[src/rtl/l2_host_req_ctrl.sv]
// rtl/l2_host_req_ctrl.sv - host tag allocator, read command issue and out-of-order line completion
// Optional perf counters: define L2_HOST_REQ_PERF_EN.
module l2_host_req_ctrl #(
    parameter int addr_width       = 64,
    parameter int cache_line       = 128,
    parameter int cache_line_width = $clog2(cache_line),
    parameter int nstrms           = 64,
    parameter int nstrms_width     = $clog2(nstrms),
    parameter int ntags            = 16,
    parameter int tag_width        = $clog2(ntags)
) (
    input  logic                    clk,
    input  logic                    reset,
    input  logic                    i_req_v,
    output logic                    i_req_r,
    input  logic [nstrms_width-1:0] i_req_sid,
    input  logic [addr_width-1:0]   i_req_ea,
    output logic                    o_cmd_v,
    input  logic                    o_cmd_r,
    output logic [tag_width-1:0]    o_cmd_tag,
    output logic [addr_width-1:0]   o_cmd_ea,
    input  logic                    i_hrsp_v,
    input  logic [tag_width-1:0]    i_hrsp_tag,
    input  logic                    i_hrsp_half,
    output logic                    o_rsp_v,
    input  logic                    o_rsp_r,
    output logic [nstrms_width-1:0] o_rsp_sid,
    output logic [tag_width:0]      o_outstanding,
    output logic                    o_err,
    output logic [31:0]             o_perf_ncmd,
    output logic [31:0]             o_perf_busy
);

    logic [ntags-1:0]        busy;
    logic [ntags-1:0]        half0;
    logic [ntags-1:0]        half1;
    logic [nstrms_width-1:0] sid_mem [ntags];

    logic                    cmd_v;
    logic [tag_width-1:0]    cmd_tag;
    logic [addr_width-1:0]   cmd_ea;

    logic [tag_width-1:0]    fifo_mem [ntags];
    logic [tag_width-1:0]    wr_ptr;
    logic [tag_width-1:0]    rd_ptr;
    logic [tag_width:0]      fifo_cnt;
    logic [tag_width:0]      outstanding;
    logic                    err;

    logic                    any_free;
    logic [tag_width-1:0]    alloc_tag;
    logic                    accept;
    logic                    cmd_fire;
    logic                    beat_seen;
    logic                    beat_ok;
    logic                    beat_done;
    logic                    pop;
    logic [tag_width-1:0]    head_tag;

    // Lowest-index free tag wins: scan from the top so the last hit is the lowest.
    always_comb begin
        alloc_tag = '0;
        for (int i = ntags - 1; i >= 0; i--) begin
            if (!busy[i]) alloc_tag = tag_width'(i);
        end
    end

    assign any_free  = ~&busy;
    assign i_req_r   = reset && any_free && (!cmd_v || o_cmd_r);
    assign accept    = i_req_v && i_req_r;
    assign cmd_fire  = cmd_v && o_cmd_r;

    assign beat_seen = i_hrsp_half ? half1[i_hrsp_tag] : half0[i_hrsp_tag];
    assign beat_ok   = i_hrsp_v && busy[i_hrsp_tag] && !beat_seen;
    assign beat_done = beat_ok && (i_hrsp_half ? half0[i_hrsp_tag] : half1[i_hrsp_tag]);

    assign head_tag  = fifo_mem[rd_ptr];
    assign pop       = (fifo_cnt != '0) && o_rsp_r;

    // Allocate, beat and pop always target distinct tags, so per-bit updates never collide.
    always_ff @(posedge clk or negedge reset) begin
        if (!reset) begin
            busy  <= '0;
            half0 <= '0;
            half1 <= '0;
        end else begin
            if (beat_ok) begin
                if (i_hrsp_half) half1[i_hrsp_tag] <= 1'b1;
                else             half0[i_hrsp_tag] <= 1'b1;
            end
            if (accept) begin
                busy[alloc_tag]  <= 1'b1;
                half0[alloc_tag] <= 1'b0;
                half1[alloc_tag] <= 1'b0;
            end
            if (pop) busy[head_tag] <= 1'b0;
        end
    end

    always_ff @(posedge clk) begin
        if (accept)    sid_mem[alloc_tag] <= i_req_sid;
        if (beat_done) fifo_mem[wr_ptr]   <= i_hrsp_tag;
    end

    always_ff @(posedge clk or negedge reset) begin
        if (!reset) begin
            cmd_v   <= 1'b0;
            cmd_tag <= '0;
            cmd_ea  <= '0;
        end else if (accept) begin
            cmd_v   <= 1'b1;
            cmd_tag <= alloc_tag;
            cmd_ea  <= {i_req_ea[addr_width-1:cache_line_width], {cache_line_width{1'b0}}};
        end else if (cmd_fire) begin
            cmd_v   <= 1'b0;
        end
    end

    always_ff @(posedge clk or negedge reset) begin
        if (!reset) begin
            wr_ptr   <= '0;
            rd_ptr   <= '0;
            fifo_cnt <= '0;
        end else begin
            if (beat_done) wr_ptr <= wr_ptr + tag_width'(1);
            if (pop)       rd_ptr <= rd_ptr + tag_width'(1);
            case ({beat_done, pop})
                2'b10:   fifo_cnt <= fifo_cnt + (tag_width + 1)'(1);
                2'b01:   fifo_cnt <= fifo_cnt - (tag_width + 1)'(1);
                default: fifo_cnt <= fifo_cnt;
            endcase
        end
    end

    always_ff @(posedge clk or negedge reset) begin
        if (!reset) begin
            outstanding <= '0;
            err         <= 1'b0;
        end else begin
            case ({accept, pop})
                2'b10:   outstanding <= outstanding + (tag_width + 1)'(1);
                2'b01:   outstanding <= outstanding - (tag_width + 1)'(1);
                default: outstanding <= outstanding;
            endcase
            if (i_hrsp_v && !beat_ok) err <= 1'b1;
        end
    end

`ifdef L2_HOST_REQ_PERF_EN
    logic [31:0] perf_ncmd;
    logic [31:0] perf_busy;

    always_ff @(posedge clk or negedge reset) begin
        if (!reset) begin
            perf_ncmd <= '0;
            perf_busy <= '0;
        end else begin
            if (cmd_fire)            perf_ncmd <= perf_ncmd + 32'd1;
            if (outstanding != '0)   perf_busy <= perf_busy + 32'd1;
        end
    end

    assign o_perf_ncmd = perf_ncmd;
    assign o_perf_busy = perf_busy;
`else
    assign o_perf_ncmd = '0;
    assign o_perf_busy = '0;
`endif

    assign o_cmd_v       = cmd_v;
    assign o_cmd_tag     = cmd_tag;
    assign o_cmd_ea      = cmd_ea;
    assign o_rsp_v       = (fifo_cnt != '0);
    assign o_rsp_sid     = sid_mem[head_tag];
    assign o_outstanding = outstanding;
    assign o_err         = err;

endmodule
[config.mk]
export PLATFORM = sky130hd
export DESIGN_NAME = l2_host_req_ctrl
export DESIGN_NICKNAME = d
export VERILOG_FILES = /design/src/rtl/l2_host_req_ctrl.sv
export SDC_FILE = /design/constraint.sdc
export NUM_CORES = 1
export LEC_CHECK = 0
export CORE_MARGIN = 1.5
export CORE_UTILIZATION = 57
export DETAILED_ROUTE_END_ITERATION = 10
export PLACE_DENSITY_LB_ADDON = 0.05
export SLEW_MARGIN = 25
export SYNTH_ARGS = -nofsm -noshare
export SYNTH_HDL_FRONTEND = slang
export SYNTH_SLANG_ARGS = --single-unit
[constraint.sdc]
create_clock -name clk -period 8.1 [get_ports clk]
set_clock_uncertainty 0.2 [all_clocks]
set_input_delay 1.62 -clock clk [delete_from_list [all_inputs] [get_ports clk]]
set_output_delay 1.62 -clock clk [all_outputs]
set_load 0.005 [all_outputs]
* Word-level counts from Yosys, hierarchy flattened
Memories as Yosys holds them, arrays and structs flattened. Cells that the tools add are included.
Word-level totals: flip-flop bits (word level) 129, memory bits (writable) 160, input port bits 81, output and inout port bits 147, logic and storage cells 105, memories 2
Operators by class: add/sub/neg operators 6, magnitude comparators 6, equal/unequal tests 4, mux-type cells 46, bitwise gates (word level) 8, reductions and logical operators 22
Memory list:
- sid_mem | words 16, bits a word 6, read ports 1, clocked after memory_dff 0, wr ports 1, line 37 | logic [nstrms_width-1:0] sid_mem [ntags];
- fifo_mem | words 16, bits a word 4, read ports 1, clocked after memory_dff 0, wr ports 1, line 43 | logic [tag_width-1:0] fifo_mem [ntags];
Operators with widths (number):
- $mux 16 | 8
- $mux 4 | 16
- $and 16x16->16 | 3
- $or 16x16->16 | 3
- $not 16->16 | 2
- $pmux 5 s2 | 2
- $reduce_and 16->1 | 1
- $lt 4x5->1 const B | 3
- $mux 1 | 14
- $bmux 1 s4 | 3
- $demux 1 s4 | 3
- $ge 4x1->1 const B | 3
- $logic_and 1x1->1 | 12
- $add 5x1->5 const B | 2
- $sub 5x1->5 const B | 2
- $add 4x1->4 const B | 2
- $reduce_bool 2->1 | 3
- $reduce_bool 5->1 | 1
- $eq 2x1->1 const B | 2
- $eq 2x2->1 const B | 2
- $logic_not 1->1 | 4
- $logic_or 1x1->1 | 1

* Depth between registers and ports, before layout
depth in word-level cells 24, depth in mapped cells 17, depth with buffers taken out 15

* Worst setup path after synthesis
Ideal clock, no wire load.
path kind input port to flip-flop, start point in i_hrsp_tag[0], end point reg fifo_cnt[4], setup time 0.125 ns, arrival time 4.669 ns, data required time 7.775 ns, setup slack 3.106 ns, cell stages on the path 16, buffers on the path 2, path through buf_2 -> buf_1 -> mux4_2 -> mux4_2 -> or2_4 -> o21bai_4 -> inv_1 -> ha_1 -> inv_1 -> fa_1 -> inv_1 -> a21o_1 -> a21oi_1 -> xnor2_1 -> nor2_1 -> xor2_1
Between the ends: word-level cells in the longest chain between the ends 8, elaborated cells between the ends (all ways) 16, those cells by class 2 x eq/ne; 9 x mux; 5 x reduce/logical
RTL lines:
- start: declaration | line 23 | input logic [tag_width-1:0] i_hrsp_tag,
- $bmux 1 s4 | line 73, 75
- $mux 1 (not written as such) | line 73, 75
- $mux 1 | line 73 | assign beat_seen = i_hrsp_half ? half1[i_hrsp_tag] : half0[i_hrsp_tag];
- $logic_not 1->1 | line 74 | assign beat_ok = i_hrsp_v && busy[i_hrsp_tag] && !beat_seen;
- $logic_and 1x1->1 | line 74
- $logic_and 1x1->1 * | line 75 | assign beat_done = beat_ok && (i_hrsp_half ? half0[i_hrsp_tag] : half1[i_hrsp_tag]);
- $eq 2x1->1 or $eq 2x2->1 (tied branches) | line 127 | case ({beat_done, pop})
- $pmux 5 s2 or $reduce_bool 2->1 (tied branches)
- end signal: assignment | line 128 | 2'b10: fifo_cnt <= fifo_cnt + (tag_width + 1)'(1);
- end signal: assignment | line 129 | 2'b01: fifo_cnt <= fifo_cnt - (tag_width + 1)'(1);
- end signal: assignment | line 130 | default: fifo_cnt <= fifo_cnt;
- end: declaration | line 46 | logic [tag_width:0] fifo_cnt;
Every way passes the cells marked *; elsewhere a longest branch is shown, timed or not. The select of a mux whose other input is x is not followed. A chain may end at the register's enable or synchronous reset.

* Worst setup path after layout
start point reg rd_ptr[0], end point out o_rsp_sid[3]
Between the ends: word-level cells in the longest chain between the ends 2
RTL lines:
- start: declaration | line 45 | logic [tag_width-1:0] rd_ptr;
- start signal: assignment | line 126 | if (pop) rd_ptr <= rd_ptr + tag_width'(1);
- $mem_v2 16x4
- $mem_v2 16x6
- end: declaration | line 27 | output logic [nstrms_width-1:0] o_rsp_sid,
No other way between the ends.

==> reports/qor.yml <==
drtAntennaViolNets: 0
synth_xor_area_share_pct: 1.095
synthToLayoutAreaGrowth_pct: 18.88
synth_area_sq_um: 12800
ys_seq_area_share_pct: 62.77
die_x_microns: 152.8
start_util_pct: 58.46
synth_cell_types: 58
setup_viol: 0
drv_slew: 0
ir_drop_uv: 192.6
htreeDepth: 1
cellPowerDensity_nw_per_um2: 333.2
io_buffers: 149
min_path_cells: 1
maxCapViolations: 0
pin_count: 228
cp_slowest_stage_delay_ns: 0.72
synth_edf_count: 160
worst_pin_slew_ns: 1.083
synth_top_family_by_area: "multiplexers"
wl_per_cell_microns: 20.52
utilization_pct: 69.50
place_hpwl_microns: 18570
drc: 0
cts_tree: "yes"
synth_fa_ha_area_share_pct: 1.584
n_fill_cell: 1553
tns_ns: 0
cts.sinks: 289
wl_microns: 28300
fin_crit_ns: 6.358
critical_path.startpoint_type: "flip-flop"
cts.clk_slew.worst_paths_ns: 0.06
crit_fanout: 20
drt-initial-drc-count: 726
required_ns: 6.28
num-nets-final: 1173
cts_hold_buffers: 0
vias: 7907
ff2ff_path_depth: 5
max_freq_mhz: 157.3
grt_pass1_vias: 8095
die_h_microns: 152.8
status: "finished, final reports clean"
post-route-period-util_pct: 78.49
synth-simple-area-share_pct: 7.245
core_area_sq_um: 21890
cts_made_buffers: 29
hold_viol: 0
hold_path.class: "flip-flop to flip-flop"
ys_seq_elements: 289
path_cells: "mux4_2 > a22oi_2 > and2_1 > a21oi_1 > a22o_1 > o211ai_1 > clkdlybuf4s50_1"
synthArstFlopShare_pct: 44.64
synthMuxAreaShare_pct: 11.31
antenna_found_initial: 0
synth_ff_type: "edfxtp_1"
cp.arrival_ns: 4.54
post_cts_buffers: 0
cts_max_path_buffers: 3
p_leak_nw: 5.940
ys_warn_count: 0
crit_type: "flip-flop to primary output"
postSynthCellCount: 930
antenna_cells: 0
track_usage_pct: 24.53
grt_max_degree: 68
synth_compound_area_share_pct: 9.503
gp_congestion: 0.8636
rsz0062_at_grt: "false"
grt-ovfl-total: 0
synth.avg_cell_area_sq_um: 13.76
avgViaCountPerCell: 5.734
cts_resized: 0
dieArea_sq_um: 23360
crit_slowest_cell: "a22oi_2"
grt_pass1_wl_microns: 44990
clk_latency_ns: 0.54
rows: 54
drt-pass1-iter-count: 5
cp-end-kind: "primary output"
drive_gt1_share_pct: 16.47
max_slew_margin_pct: 27.54
root_buffer: "clkbuf_16"
==> final timing paths <==
kind / startpoint / end / slack, ns
worst max-delay path: rd_ptr[0] / o_rsp_sid[3] / 1.74
worst min-delay path: o_err / o_err / 0.28
worst max register to register: rd_ptr[0] / busy[6] / 4.42
worst min register to register: o_err / o_err / 0.28
max in group asynchronous: reset / half0[14] / 5.60
min in group asynchronous: reset / o_cmd_ea[21] / 0.86
==> logic make-up after synthesis <==
| family | Yosys count |
|---|---|
| compound gates | 172 |
| xor+xnor | 16 |
| fa+ha+maj | 15 |
| buf+inv | 141 |
| flops | 289 |
| mux | 98 |
| other cells | 1 |
| simple gates | 198 |
==> routing by layer <==
metal	global-route usage [%]	vias to the layer above	share of wire, %
met5	0	-	0
met4	6.914	0	2.5
met3	6.238	55	8.9
met2	39.45	379	48
met1	33.48	3884	41
li1	-	3589	-
==> cell usage in the layout (no fill, tap or decap), types with 9 or more instances in the layout <==
cell type and n:
mux4_2 31, edfxtp_1 160, xnor2_1 10, ha_1 13, conb_1 71, o211ai_1 13, inv_1 22, a21oi_1 49
clkinv_2 10, buf_4 14, clkdlybuf4s50_1 147, o21ai_0 17, o22a_1 16, clkbuf_16 29, a211o_1 12, nand2_1 53
a21boi_0 14, a31oi_1 10, nor3_1 9, nor2_1 71, and3_1 18, dfrtp_1 129, mux2_2 63
==> sequential cells by signal (all words and copies together), names as in the netlist <==
signal,cells
o_cmd_tag,4
rd_ptr,4
sid_mem,96
fifo_mem,64
busy,16
wr_ptr,4
half0,16
fifo_cnt,5
o_outstanding,5
o_cmd_ea,57
half1,16
o_cmd_v,1
o_err,1
==> critical path, delay by kind of cell (launching register included) <==
kind | cells | cell delay, ns
muxes | 1 | 0.59
AOI/OAI and AO/OA | 4 | 1.39
buffers and inverters | 1 | 0.57
DFF | 1 | 0.70
and+or+nand+nor | 1 | 0.72
==> through the flow <==
stage / cells / power (mW) / instance area [sq um] / hold WS [ns] / worst slack [ns]
6_report: 1379 / 5.068 / 15210 / 0.2812 / 1.742
5_1_grt: 1379 / 5.338 / 15210 / 0.3016 / 1.557
4_1_cts: 1379 / 5.097 / 15210 / 0.2882 / 1.740
3_5_place_dp: 1326 / 3.776 / 14270 / 0.2681 / 1.991
3_3_place_gp: 1326 / 3.750 / 14270 / 0.2444 / 1.808
2_1_floorplan: 1000 / 3.083 / 13060 / 0.2420 / 3.106
==> report_power, final <==
group | switching (mW) | internal, mW
Clock | 0.552 | 0.759
Combinational | 0.955 | 0.887
Sequential | 0.178 | 1.74
Total | 1.69 | 3.38
==> cell type report <==
| cell class | count | area [sq um] | area share [%] |
|---|---|---|---|
| inverter | 24 | 90.09 | 0.5922 |
| clock buffer | 40 | 847.1 | 5.568 |
| timing repair buffer | 163 | 1593 | 10.47 |
| clock inverter | 13 | 95.09 | 0.6251 |
| sequential | 289 | 8033 | 52.80 |
| multi-input combinational | 570 | 4205 | 27.64 |
| tap | 280 | 350.3 | 2.303 |
==> cell usage after synthesis, types with 12 or more instances <==
library cell / count / area share (%)
a211o_1: 12 / 0.82
ha_1: 13 / 1.3
and3_1: 18 / 0.88
o211ai_1: 13 / 0.76
o22a_1: 16 / 1.1
mux2_2: 63 / 5.5
dfrtp_1: 129 / 25
nor2_1: 72 / 2.1
edfxtp_1: 160 / 38
o21ai_0: 17 / 0.66
buf_4: 71 / 4.2
a21oi_1: 49 / 1.9
inv_1: 22 / 0.65
nand2_1: 53 / 1.6
mux4_2: 31 / 5.5
clkbuf_1: 32 / 0.94
a21boi_0: 14 / 0.82
(Power assumes the default switching activity.)
==> RTL change 1, RTL diff (same flow settings) <==
Register the input `i_req_ea` before use, cleared by the reset. The logic sees it one clock later. The other inputs are not delayed to match.
--- a/src/rtl/l2_host_req_ctrl.sv
+++ b/src/rtl/l2_host_req_ctrl.sv
@@ -30,6 +30,16 @@
     output logic [31:0]             o_perf_ncmd,
     output logic [31:0]             o_perf_busy
 );
+
+    logic [addr_width-1:0] i_req_ea_q;
+
+    always_ff @(posedge clk or negedge reset) begin
+        if (!reset) begin
+            i_req_ea_q <= '0;
+        end else begin
+            i_req_ea_q <= i_req_ea;
+        end
+    end
 
     logic [ntags-1:0]        busy;
     logic [ntags-1:0]        half0;
@@ -110,7 +120,7 @@
         end else if (accept) begin
             cmd_v   <= 1'b1;
             cmd_tag <= alloc_tag;
-            cmd_ea  <= {i_req_ea[addr_width-1:cache_line_width], {cache_line_width{1'b0}}};
+            cmd_ea  <= {i_req_ea_q[addr_width-1:cache_line_width], {cache_line_width{1'b0}}};
         end else if (cmd_fire) begin
             cmd_v   <= 1'b0;
         end
Check against the original RTL: not equivalent (a bounded check fails within 4 cycles, from zero or initial values and one cycle with reset low).
==> RTL change 1 against the original RTL <==
Sequential share of layout area up 2.6 points; sequential cell count up 57; power up 10%; clock power up 23%; combinational power down 4%; design area up 12%; area after synthesis up 12%; die area up 12%; worst setup slack worse by 140 ps; critical path depth up 3; wire length up 9.2%.
==> RTL change 1: results (changes against the original RTL) <==
{
  "largest_registers": "sid_mem (96), fifo_mem (64)",
  "max_slew.worst_pin.slew": {"value": 1150, "unit": "ps", "change": "+62.8 ps"},
  "cts_buffers": {"value": 35, "change": "+21%"},
  "cts.clk_slew.worst_paths": {"value": 60, "unit": "ps", "change": "about the same"},
  "yosys.cell_types.count": {"value": 57, "change": "-1.7%"},
  "antenna_found_initial": {"value": 0, "change": "unchanged"},
  "wl_met3": {"value": 3.07, "unit": "mm", "change": "+22%"},
  "cts_setup_buffers": {"value": 0, "change": "unchanged"},
  "outcome": "finished, final reports clean",
  "area_contributors_post_synth": "sky130_fd_sc_hd__edfxtp_1, sky130_fd_sc_hd__dfrtp_1, sky130_fd_sc_hd__nand2_1",
  "route.met2.wl": {"value": 14.3, "unit": "mm", "change": "+5.4%"},
  "final_nets": {"value": 1369, "change": "+17%"},
  "synthArstFlopShare": {"value": 53.8, "unit": "%", "change": "+9.1 points"},
  "worstSkewPairLatency": {"value": 520, "unit": "ps", "change": "-20 ps"},
  "slowest_stage": "sky130_fd_sc_hd__o21bai_1",
  "synth_commonest_cells": "sky130_fd_sc_hd__nand2_1, sky130_fd_sc_hd__dfrtp_1, sky130_fd_sc_hd__edfxtp_1, sky130_fd_sc_hd__buf_4, sky130_fd_sc_hd__nor2_1",
  "yosys_most_used_dff": "sky130_fd_sc_hd__dfrtp_1",
  "antenna_cells_inserted": {"value": 0, "change": "unchanged"},
  "grtUsageMet3": {"value": 7.43, "unit": "%", "change": "+1.2 points"},
  "final_layout_size_suffix_gt1_share": {"value": 11.2, "unit": "%", "change": "-5.3 points"},
  "arrival": {"value": 4670, "unit": "ps", "change": "+130 ps"},
  "timing.critical_path.slowest_cell_delay": {"value": 770, "unit": "ps", "change": "+50 ps"},
  "drt-met1-wl": {"value": 12.7, "unit": "mm", "change": "+10%"},
  "detail_route.iter0.violations": {"value": 650, "change": "-10%"},
  "critPathMaxFanout": {"value": 45, "change": "+130%"},
  "global_route.usage.met1": {"value": 33.7, "unit": "%", "change": "+0.19 points"},
  "h_tree_levels": {"value": 2, "change": "+1"},
  "grt_start_max_net_pins": {"value": 70, "change": "+2.9%"},
  "routabilityCongestion": {"value": 0.844, "change": "-2.2%"},
  "detail_route.first_pass.iterations": {"value": 5, "change": "unchanged"},
  "grt_first_pass_wirelength": {"value": 49.1, "unit": "mm", "change": "+9.1%"},
  "drt-vias-per-instance": {"value": 5.50, "change": "-4.1%"},
  "groute.usage.overall": {"value": 24.5, "unit": "%", "change": "-0.075 points"},
  "grt.met2_usage": {"value": 37.8, "unit": "%", "change": "-1.6 points"},
  "vdd_drop_max": {"value": 0.000289, "unit": "V", "change": "+50%"},
  "post-dp-hpwl": {"value": 19.7, "unit": "mm", "change": "+6.0%"},
  "routed_wirelength": {"value": 30.9, "unit": "mm", "change": "+9.2%"},
  "leakagePower": {"value": 7.04, "unit": "nW", "change": "+19%"},
  "yosysSeqAreaShare": {"value": 65.7, "unit": "%", "change": "+2.9 points"},
  "routed.top_layer": "met4"
}
## RTL change 1: worst paths after layout
kind,from,end,slack (ps),depth (start not counted)
min in group asynchronous,reset,i_req_ea_q[51],870,1
max,rd_ptr[0],o_rsp_sid[1],1610,10
min,i_req_ea_q[63],o_cmd_ea[63],230,2
max reg2reg,rd_ptr[0],busy[3],4290,8
max in group asynchronous,reset,o_cmd_ea[22],5580,2
min reg2reg,i_req_ea_q[63],o_cmd_ea[63],230,2
## RTL change 1: kinds of logic after synthesis
group           count (synthesis)  share of synthesized area (%)
simple gates                  350                           10.8
flops                         346                           65.7
compound gates                178                           8.17
buf+inv                       167                           6.60
mux                            48                           6.25
xor+xnor                       16                           1.03
fa+ha+maj                      15                           1.41
other cells                     1                         0.0261
## RTL change 1: cell type report
cell class	instances	area, um2
clock buffer	52	1010
clock inverter	10	138
fill	1798	7450
inverter	47	176
multi-input combinational	678	4280
sequential	346	9460
tap	324	405
timing repair buffer	165	1610
## RTL change 1: where the power goes
group / total [mW] / leakage, nW / switching (mW) / internal (mW)
sequential: 2.20 / 3.74 / 0.185 / 2.02
clock: 1.61 / 0.561 / 0.648 / 0.962
combinational: 1.77 / 2.74 / 0.963 / 0.805
## RTL change 1: metrics by stage
step / instances / area (um2) / setup WS [ps] / util, %
after floorplan: 1191 / 14700 / 3150 / -
after global placement: 1560 / 15900 / 1840 / 64.9
after detailed placement: 1560 / 15900 / 1960 / 64.9
after CTS: 1622 / 17100 / 1580 / 69.6
after global routing: 1622 / 17100 / 1310 / 69.6
final: 1622 / 17100 / 1610 / 69.6
## RTL change 1: critical path: cells and delay by family (launching register included)
family / cells / cell delay [ps]
mux: 1 / 400
flops: 1 / 720
compound gates: 3 / 1310
simple gates: 3 / 440
buf+inv: 3 / 1270
==> RTL change 2, RTL diff (config.mk and constraints unchanged) <==
Made on the original files. Set the parameter `addr_width` to 128 (it was 64).
--- a/src/rtl/l2_host_req_ctrl.sv
+++ b/src/rtl/l2_host_req_ctrl.sv
@@ -1,7 +1,7 @@
 // rtl/l2_host_req_ctrl.sv - host tag allocator, read command issue and out-of-order line completion
 // Optional perf counters: define L2_HOST_REQ_PERF_EN.
 module l2_host_req_ctrl #(
-    parameter int addr_width       = 64,
+    parameter int addr_width       = 128,
     parameter int cache_line       = 128,
     parameter int cache_line_width = $clog2(cache_line),
     parameter int nstrms           = 64,
Interface: changed (resized i_req_ea and o_cmd_ea); port bits go from 228 to 356. No check against the original RTL was run, so the function may have changed too.
==> RTL change 2 against the original RTL <==
Final cell count rose by 23%; area after synthesis rose by 18%; first-iteration DRC count fell by 17%; wire length rose by 32%; power rose by 19%; non-clock buffer count rose by 126; sequential share of layout area fell by 2.4 points; synthesized cell count rose by 15%; count of clock-buffer cells in the layout rose by 16; worst setup slack improved by 60 ps; sequential cell count rose by 64; design area rose by 26%; utilization rose by 3.8 points; die area rose by 18%; highest routed layer unchanged.
==> RTL change 2: results (changes against the original RTL) <==
{
  "outcome": "finished, final reports clean",
  "yosysSeqAreaShare": {"value": 63.6, "unit": "%", "change": "+0.81 points"},
  "arrival": {"value": 4480, "unit": "ps", "change": "-60 ps"},
  "cts_buffers": {"value": 38, "change": "+31%"},
  "first_global_vias": {"value": 10100, "change": "+25%"},
  "critPathMaxFanout": {"value": 26, "change": "+30%"},
  "netSwitchingFraction": {"value": 32.0, "unit": "%", "change": "-1.2 points"},
  "placed_cell_area": {"value": 18000, "unit": "um2", "change": "+26%"},
  "max-slew-margin-rel": {"value": 29.6, "unit": "%", "change": "+2.0 points"},
  "post-dp-hpwl": {"value": 26.1, "unit": "mm", "change": "+41%"},
  "dp_slack": {"value": 1990, "unit": "ps", "change": "-4.64 ps"},
  "drt-vias-per-instance": {"value": 5.71, "change": "-0.50%"},
  "vdd_drop_max": {"value": 0.000294, "unit": "V", "change": "+53%"},
  "timing.critical_path.slowest_cell_delay": {"value": 930, "unit": "ps", "change": "+210 ps"},
  "reg_to_reg_slack_setup": {"value": 4250, "unit": "ps", "change": "-170 ps"},
  "vias": {"value": 9716, "change": "+23%"},
  "final_nets": {"value": 1502, "change": "+28%"},
  "yosys.cell_types.count": {"value": 54, "change": "-6.9%"},
  "worstReg2RegEnd": "o_outstanding[4]",
  "port_buffers": {"value": 277, "change": "+86%"},
  "area_contributors_post_synth": "sky130_fd_sc_hd__dfrtp_1, sky130_fd_sc_hd__edfxtp_1, sky130_fd_sc_hd__mux2_2",
  "postSynthCellCount": {"value": 1067, "change": "+15%"},
  "grt_start_max_net_pins": {"value": 79, "change": "+16%"},
  "routed_wire_length_per_instance": {"value": 21.9, "unit": "um", "change": "+6.7%"},
  "worstSkewPairLatency": {"value": 520, "unit": "ps", "change": "-20 ps"},
  "r2r_cells": {"value": 14, "change": "+9"},
  "final_layout_size_suffix_gt1_share": {"value": 18.3, "unit": "%", "change": "+1.9 points"},
  "synth_commonest_cells": "sky130_fd_sc_hd__dfrtp_1, sky130_fd_sc_hd__edfxtp_1, sky130_fd_sc_hd__mux2_2, sky130_fd_sc_hd__buf_4, sky130_fd_sc_hd__nor2_1",
  "detail_route.iter0.violations": {"value": 600, "change": "-17%"},
  "synthArstFlopShare": {"value": 54.7, "unit": "%", "change": "+10 points"},
  "timing.hold.ws": {"value": 250, "unit": "ps", "change": "-31.0 ps"},
  "dpl_cells": {"value": 1637, "change": "+23%"},
  "slowest_stage": "sky130_fd_sc_hd__dfrtp_1",
  "leakagePower": {"value": 7.53, "unit": "nW", "change": "+27%"},
  "r2r_start": "busy[4]",
  "groute.usage.overall": {"value": 27.3, "unit": "%", "change": "+2.8 points"},
  "detail_route.first_pass.iterations": {"value": 7, "change": "+2"}
}
==> RTL change 2: cell count changes after synthesis, sizes merged <==
cell    unedited run  this run
dfrtp            129       193
mux2              63       127
buf               85        93
nand2             53        56
a211oi             1         0
a21o               6         5
clkbuf            32        31
inv               23        24
nor2              75        74
o21ai             17        18
==> RTL change 2: area by class of cell <==
cell class | instances | area share (%)
Multi-Input combinational cell | 635 | 25.9
Tap cell | 335 | 2.19
Sequential cell | 353 | 50.4
Clock inverter | 10 | 0.301
Inverter | 25 | 0.491
Timing Repair Buffer | 289 | 15.0
Clock buffer | 56 | 5.66
==> RTL change 2: how the worst max path moves through the flow <==
stage	to	slack, ps	cells past startpoint
after floorplan	fifo_cnt[4]	3110	16
after global placement	o_rsp_sid[0]	2080	8
after detailed placement	fifo_cnt[4]	1990	16
after CTS	o_rsp_sid[0]	1720	8
after global routing	o_rsp_sid[1]	1580	8
final	o_rsp_sid[0]	1800	8
==> RTL change 2: cells by family (layout without fill, tap and decap cells) <==
kind of cell / count (synthesis) / after routing / share of synthesized area [%]
flops: 353 / 353 / 63.6
simple gates: 200 / 200 / 6.17
compound gates: 171 / 171 / 7.93
mux: 162 / 162 / 14.3
buf+inv: 149 / 380 / 5.72
xor+xnor: 16 / 16 / 0.925
fa+ha+maj: 15 / 15 / 1.34
other cells: 1 / 71 / 0.0247
==> RTL change 2: layer usage <==
layer  routed length, um  track usage (%)
met1               14200             33.9
met2               18200             45.0
met3                3470             8.84
met4                1440             10.2
met5                   0                0
==> RTL change 2: power groups by stage <==
stage	clock network [mW]	registers, mW	logic (mW)
after floorplan	0	2.28	1.29
after CTS	1.62	2.33	2.13
after global routing	1.69	2.37	2.29
after detailed placement	0	2.36	2.12
after global placement	0	2.34	2.07
final	1.60	2.33	2.12
